[config.mk]
export PLATFORM = sky130hd
export DESIGN_NAME = note_player
export DESIGN_NICKNAME = d
export VERILOG_FILES = /design/src/rtl/note_player.sv
export SDC_FILE = /design/constraint.sdc
export NUM_CORES = 1
export LEC_CHECK = 0
export ABC_AREA = 1
export CORE_AREA = 2 2 94 96
export DETAILED_ROUTE_END_ITERATION = 10
export DIE_AREA = 0 0 96 98
export PLACE_DENSITY = 0.73
export SLEW_MARGIN = 20
export SYNTH_ARGS = -nofsm -noshare
export SYNTH_HDL_FRONTEND = slang
export SYNTH_SLANG_ARGS = --single-unit
[constraint.sdc]
create_clock -name clk -period 3.1 [get_ports clk]
set_input_delay 0.31 -clock clk [delete_from_list [all_inputs] [get_ports clk]]
set_output_delay 0.31 -clock clk [all_outputs]
set_load 0.01 [all_outputs]
[src/rtl/note_player.sv]
// Tone generator: plays one note per new_note handshake for `duration` beats, stepping a
// phase accumulator on each audio sample tick, then pulses note_done to request the next note.
module note_player #(
  parameter int unsigned PHASE_W = 22,
  parameter int unsigned STEP_W  = 20
) (
  input  logic       clk,
  input  logic       reset,
  input  logic       play,
  input  logic       new_note,
  input  logic [5:0] note,
  input  logic [5:0] duration,
  input  logic       beat,
  input  logic       sample_tick,
  output logic       note_done,
  output logic       busy,
  output logic       sample_valid,
  output logic [9:0] phase_out
);

  typedef enum logic [1:0] {
    StIdle,
    StPlaying,
    StDone
  } state_e;

  // The step table below is tabulated for a 22-bit accumulator; other widths rescale it.
  localparam int unsigned TableW = 22;
  localparam int unsigned ShUp   = (PHASE_W >= TableW) ? (PHASE_W - TableW) : 0;
  localparam int unsigned ShDn   = (PHASE_W < TableW) ? (TableW - PHASE_W) : 0;
  localparam logic [31:0] Rnd    = (32'd1 << ShDn) >> 1;

  state_e              state_q, state_d;
  logic [STEP_W-1:0]   step_q, step_d;
  logic [5:0]          remain_q, remain_d;
  logic [PHASE_W-1:0]  phase_q, phase_d;
  logic                note_done_q, note_done_d;
  logic                sample_valid_q, sample_valid_d;
  logic [STEP_W-1:0]   step_lut;
  logic                load;

  // Phase increment per 48 kHz sample for key n at 22-bit scale; key 49 is A4 = 440 Hz.
  function automatic logic [16:0] step_rom(input logic [5:0] n);
    logic [16:0] s;
    case (n)
      6'd1:  s = 17'd2403;
      6'd2:  s = 17'd2546;
      6'd3:  s = 17'd2697;
      6'd4:  s = 17'd2858;
      6'd5:  s = 17'd3028;
      6'd6:  s = 17'd3208;
      6'd7:  s = 17'd3398;
      6'd8:  s = 17'd3600;
      6'd9:  s = 17'd3815;
      6'd10: s = 17'd4041;
      6'd11: s = 17'd4282;
      6'd12: s = 17'd4536;
      6'd13: s = 17'd4806;
      6'd14: s = 17'd5092;
      6'd15: s = 17'd5395;
      6'd16: s = 17'd5715;
      6'd17: s = 17'd6055;
      6'd18: s = 17'd6415;
      6'd19: s = 17'd6797;
      6'd20: s = 17'd7201;
      6'd21: s = 17'd7629;
      6'd22: s = 17'd8083;
      6'd23: s = 17'd8563;
      6'd24: s = 17'd9072;
      6'd25: s = 17'd9612;
      6'd26: s = 17'd10184;
      6'd27: s = 17'd10789;
      6'd28: s = 17'd11431;
      6'd29: s = 17'd12110;
      6'd30: s = 17'd12830;
      6'd31: s = 17'd13593;
      6'd32: s = 17'd14402;
      6'd33: s = 17'd15258;
      6'd34: s = 17'd16165;
      6'd35: s = 17'd17127;
      6'd36: s = 17'd18145;
      6'd37: s = 17'd19224;
      6'd38: s = 17'd20367;
      6'd39: s = 17'd21578;
      6'd40: s = 17'd22861;
      6'd41: s = 17'd24221;
      6'd42: s = 17'd25661;
      6'd43: s = 17'd27187;
      6'd44: s = 17'd28803;
      6'd45: s = 17'd30516;
      6'd46: s = 17'd32331;
      6'd47: s = 17'd34253;
      6'd48: s = 17'd36290;
      6'd49: s = 17'd38447;
      6'd50: s = 17'd40734;
      6'd51: s = 17'd43156;
      6'd52: s = 17'd45722;
      6'd53: s = 17'd48441;
      6'd54: s = 17'd51322;
      6'd55: s = 17'd54373;
      6'd56: s = 17'd57607;
      6'd57: s = 17'd61032;
      6'd58: s = 17'd64661;
      6'd59: s = 17'd68506;
      6'd60: s = 17'd72580;
      6'd61: s = 17'd76896;
      6'd62: s = 17'd81468;
      6'd63: s = 17'd86313;
      default: s = 17'd0;
    endcase
    return s;
  endfunction

  always_comb begin
    step_lut = STEP_W'(((32'(step_rom(note)) + Rnd) >> ShDn) << ShUp);
  end

  always_comb begin
    state_d        = state_q;
    step_d         = step_q;
    remain_d       = remain_q;
    phase_d        = phase_q;
    sample_valid_d = 1'b0;
    load           = 1'b0;

    unique case (state_q)
      StIdle: begin
        if (new_note) load = 1'b1;
      end
      StPlaying: begin
        // A new note always wins; the aborted note never reports done.
        if (new_note) begin
          load = 1'b1;
        end else if (play && beat) begin
          if (remain_q == 6'd1) state_d = StDone;
          else                  remain_d = remain_q - 6'd1;
        end else if (play && sample_tick) begin
          phase_d        = phase_q + PHASE_W'(step_q);
          sample_valid_d = 1'b1;
        end
      end
      StDone: begin
        if (new_note) load = 1'b1;
        else          state_d = StIdle;
      end
      default: state_d = StIdle;
    endcase

    if (load) begin
      step_d   = step_lut;
      remain_d = duration;
      phase_d  = '0;
      state_d  = (duration == 6'd0) ? StDone : StPlaying;
    end

    note_done_d = (state_d == StDone);
  end

  always_ff @(posedge clk) begin
    if (reset) begin
      state_q        <= StIdle;
      step_q         <= '0;
      remain_q       <= '0;
      phase_q        <= '0;
      note_done_q    <= 1'b0;
      sample_valid_q <= 1'b0;
    end else begin
      state_q        <= state_d;
      step_q         <= step_d;
      remain_q       <= remain_d;
      phase_q        <= phase_d;
      note_done_q    <= note_done_d;
      sample_valid_q <= sample_valid_d;
    end
  end

  assign note_done    = note_done_q;
  assign sample_valid = sample_valid_q;
  assign busy         = (state_q != StIdle);
  assign phase_out    = phase_q[PHASE_W-1 -: 10];

endmodule
==> run_results.csv <==
group,metric,value,unit
drt,wl_per_cell,14.6,microns
floorplanning,start_util,52.9,%
drt,drtIter0Drc,315,
power,ir_worst_vdd,0.205,mV
global_route,grt.total_usage,27.8,%
power,leakage,0.00239,uW
sta,fmaxAchievable,0.456,GHz
setup_path,reg2regPathDepth,13,
sta,max-slew-margin-rel,58.9,%
global_route,first_global_vias,4528,
yosys,synth_area_per_cell,5.89,sq um
setup_path,timing.rr.start,"step_q[0]$_SDFFE_PP0P_",
yosys,netlist_top_cells_area,"dfxtp_1, nand2_1, ha_1",
floorplanning,rows,34,
clock_tree,cts_buffer_depth,2,
power,powerDensity,316,nW/um^2
placed_design,io_buffer_count,30,
clock_tree,root_buffer,"clkbuf_8",
sta,hold_violations,0,
yosys,ys_seq_elements,49,
clock_tree,worstSkewPairLatency,300,ps
outcome,status,"finished, final reports clean",
setup_path,r2r_end,"phase_q[12]$_SDFFE_PP0P_",
placed_design,gp_congestion,0.991,
sta,tightest_slew,614,ps
global_route,grt_first_pass_wirelength,20.9,mm
yosys,ys_types,39,
sta,whs,485,ps
min_path,hold-path-endpoint,"step_q[15]$_SDFFE_PP0P_",
global_route,antenna_found_initial,0,
clock_tree,cts_max_level,2,
yosys,yosysTopAreaCell,"dfxtp_1",
global_route,grt_max_degree,34,
global_route,overflow,0,
sta,fin_crit,2200,ps
sta,slew_viol_final,0,
setup_path,end_kind,"flip-flop",
clock_tree,tritoncts,"done",
layout,finalNetCount,817,
setup_path,crit_arrival,2410,ps
layout,final_common_cell,"nand2_1",
layout,final_cell_mix,"nand2_1, nor2_1, inv_1",
drt,vias,4814,
yosys,synth_top_area_share,21.9,%
min_path,hold_start,"step_q[15]$_SDFFE_PP0P_",
yosys,syn_nets,808,
setup_path,crit_required,3310,ps
setup_path,critical_path_class,"input pin to flip-flop",
setup_path,crit_path_start_kind,"input pin",
clock_tree,postCtsHoldBufs,0,
sta,period_share,70.8,%
setup_path,reg2reg_slack,920,ps
sta,setup_viol,0,
sta,rsz0062_at_grt,"false",
run,maxCapViolCount,0,
drt,drtAntennaViolNets,0,
yosys,ys_seq_area_share,21.9,%
layout,syn_to_final_growth,8.98,%
floorplanning,core_area,8470,sq um
placed_design,hpwl,9.92,mm
yosys,ys_warn_count,0,
drt,first_pass_iters,5,
yosys,syn_inst,760,
floorplanning,dieArea,9410,sq um
sta,fin_skew,14.9,ps
setup_path,cp_max_fo,7,
floorplanning,io-pin-count,31,
min_path,hold_path_depth,2,
clock_tree,cts.sinks,49,
drt,post_drt_via_cell_ratio,5.48,
min_path,hold_class,"flip-flop to flip-flop",
layout,drive_gt1_share,5.45,%
floorplanning,dieWidth,96,microns
yosys,syn_area,4470,sq um
clock_tree,post_cts_buffers,0,
clock_tree,cts_buffers,5,
clock_tree,clkTransAtPathRegs,100,ps
drt,drt_wl_total,12.8,mm
sta,fin_setup_tns,0,ps
drt,drc,0,
floorplanning,die_h,98,microns
clock_tree,cts_resized,0,
layout,diodes,0,
[sequential cells by signal (all words and copies together) (netlist names)]
signal / cells
state_q: 2
note_done: 1
phase_q: 22
step_q: 17
remain_q: 6
sample_valid: 1
[synth_stat cells, drive strengths merged]
master and count:
nand2 232, inv 96, nor2 85, o21ai 66
nand3 51, dfxtp 49, a21oi 47, ha 29
buf 26, o211ai 14, a31oi 11, xor2 11
clkbuf 9, nor3 8, and2 3, nand4 3
or2 3, a41oi 2, and3 2, o21bai 2
xnor2 2, a211oi 1, a22oi 1, fa 1
nor4 1, o211a 1, o221ai 1, o22ai 1
o31ai 1, o41ai 1
[power breakdown]
| group | leakage [uW] | total, uW | switching, uW | internal [uW] |
|---|---|---|---|---|
| combinational | 0.00193 | 385 | 251 | 134 |
| sequential | 0.000400 | 673 | 19.4 | 654 |
| clock | 0.0000574 | 483 | 220 | 263 |
| total | 0.00239 | 1540 | 490 | 1050 |
[metal layers]
layer	wire length (microns)	global-route usage, %	share of wire, %	up-vias
met3	730	2.78	5.7	27
met5	0	0	0	-
li1	-	-	-	2471
met4	383	11.0	3.0	0
met1	5500	34.6	43	2155
met2	6220	48.2	48	161
[area by class of cell]
class	count	area, sq um
Fill cell	846	3590
Multi-Input combinational cell	580	2930
Sequential cell	49	981
Inverter	96	360
Timing Repair Buffer	37	353
Tap cell	108	135
Clock buffer	6	82.6
Clock inverter	2	37.5
[cells by family (layout without fill, tap and decap cells)]
| logic type | Yosys count | after routing | synth area share [%] |
|---|---|---|---|
| AND/OR/NAND/NOR | 388 | 388 | 35.7 |
| XOR/XNOR | 13 | 13 | 2.54 |
| adder cells (fa/ha/maj) | 30 | 30 | 8.56 |
| AO/OA/AOI/OAI | 149 | 149 | 18.7 |
| flip-flops | 49 | 49 | 21.9 |
| buffers and inverters | 131 | 141 | 12.7 |
[worst max-delay path, stage by stage]
cell and delay (ps):
clkdlybuf4s50_1 620, inv_1 170, ha_1 390, nand2_1 180, inv_1 80, o21ai_1 250
nand3_1 120, nand3_1 110, nand3_1 70, nand2_1 60, inv_1 40
[stage by stage]
stage	area, sq um	util [%]	instances	setup WS (ps)	total power, uW
3_5_place_dp	4760	56.2	870	642	1060
4_1_cts	4880	57.6	878	940	1540
2_1_floorplan	4470	-	760	1350	951
6_report	4880	57.6	878	905	1540
5_1_grt	4880	57.6	878	682	1620
3_3_place_gp	4760	56.2	870	712	1060
[how the worst max path moves through the flow]
stage                      startpoint                        to  slack (ps)
6_report                      note[1]    step_q[9]$_SDFFE_PP0P_         900
5_1_grt                       note[1]    step_q[8]$_SDFFE_PP0P_         680
4_1_cts        step_q[0]$_SDFFE_PP0P_  phase_q[12]$_SDFFE_PP0P_         940
3_5_place_dp                  note[1]    step_q[9]$_SDFFE_PP0P_         640
3_3_place_gp                  note[1]    step_q[8]$_SDFFE_PP0P_         710
2_1_floorplan  step_q[0]$_SDFFE_PP0P_  phase_q[12]$_SDFFE_PP0P_        1350
(Power assumes the default switching activity.)
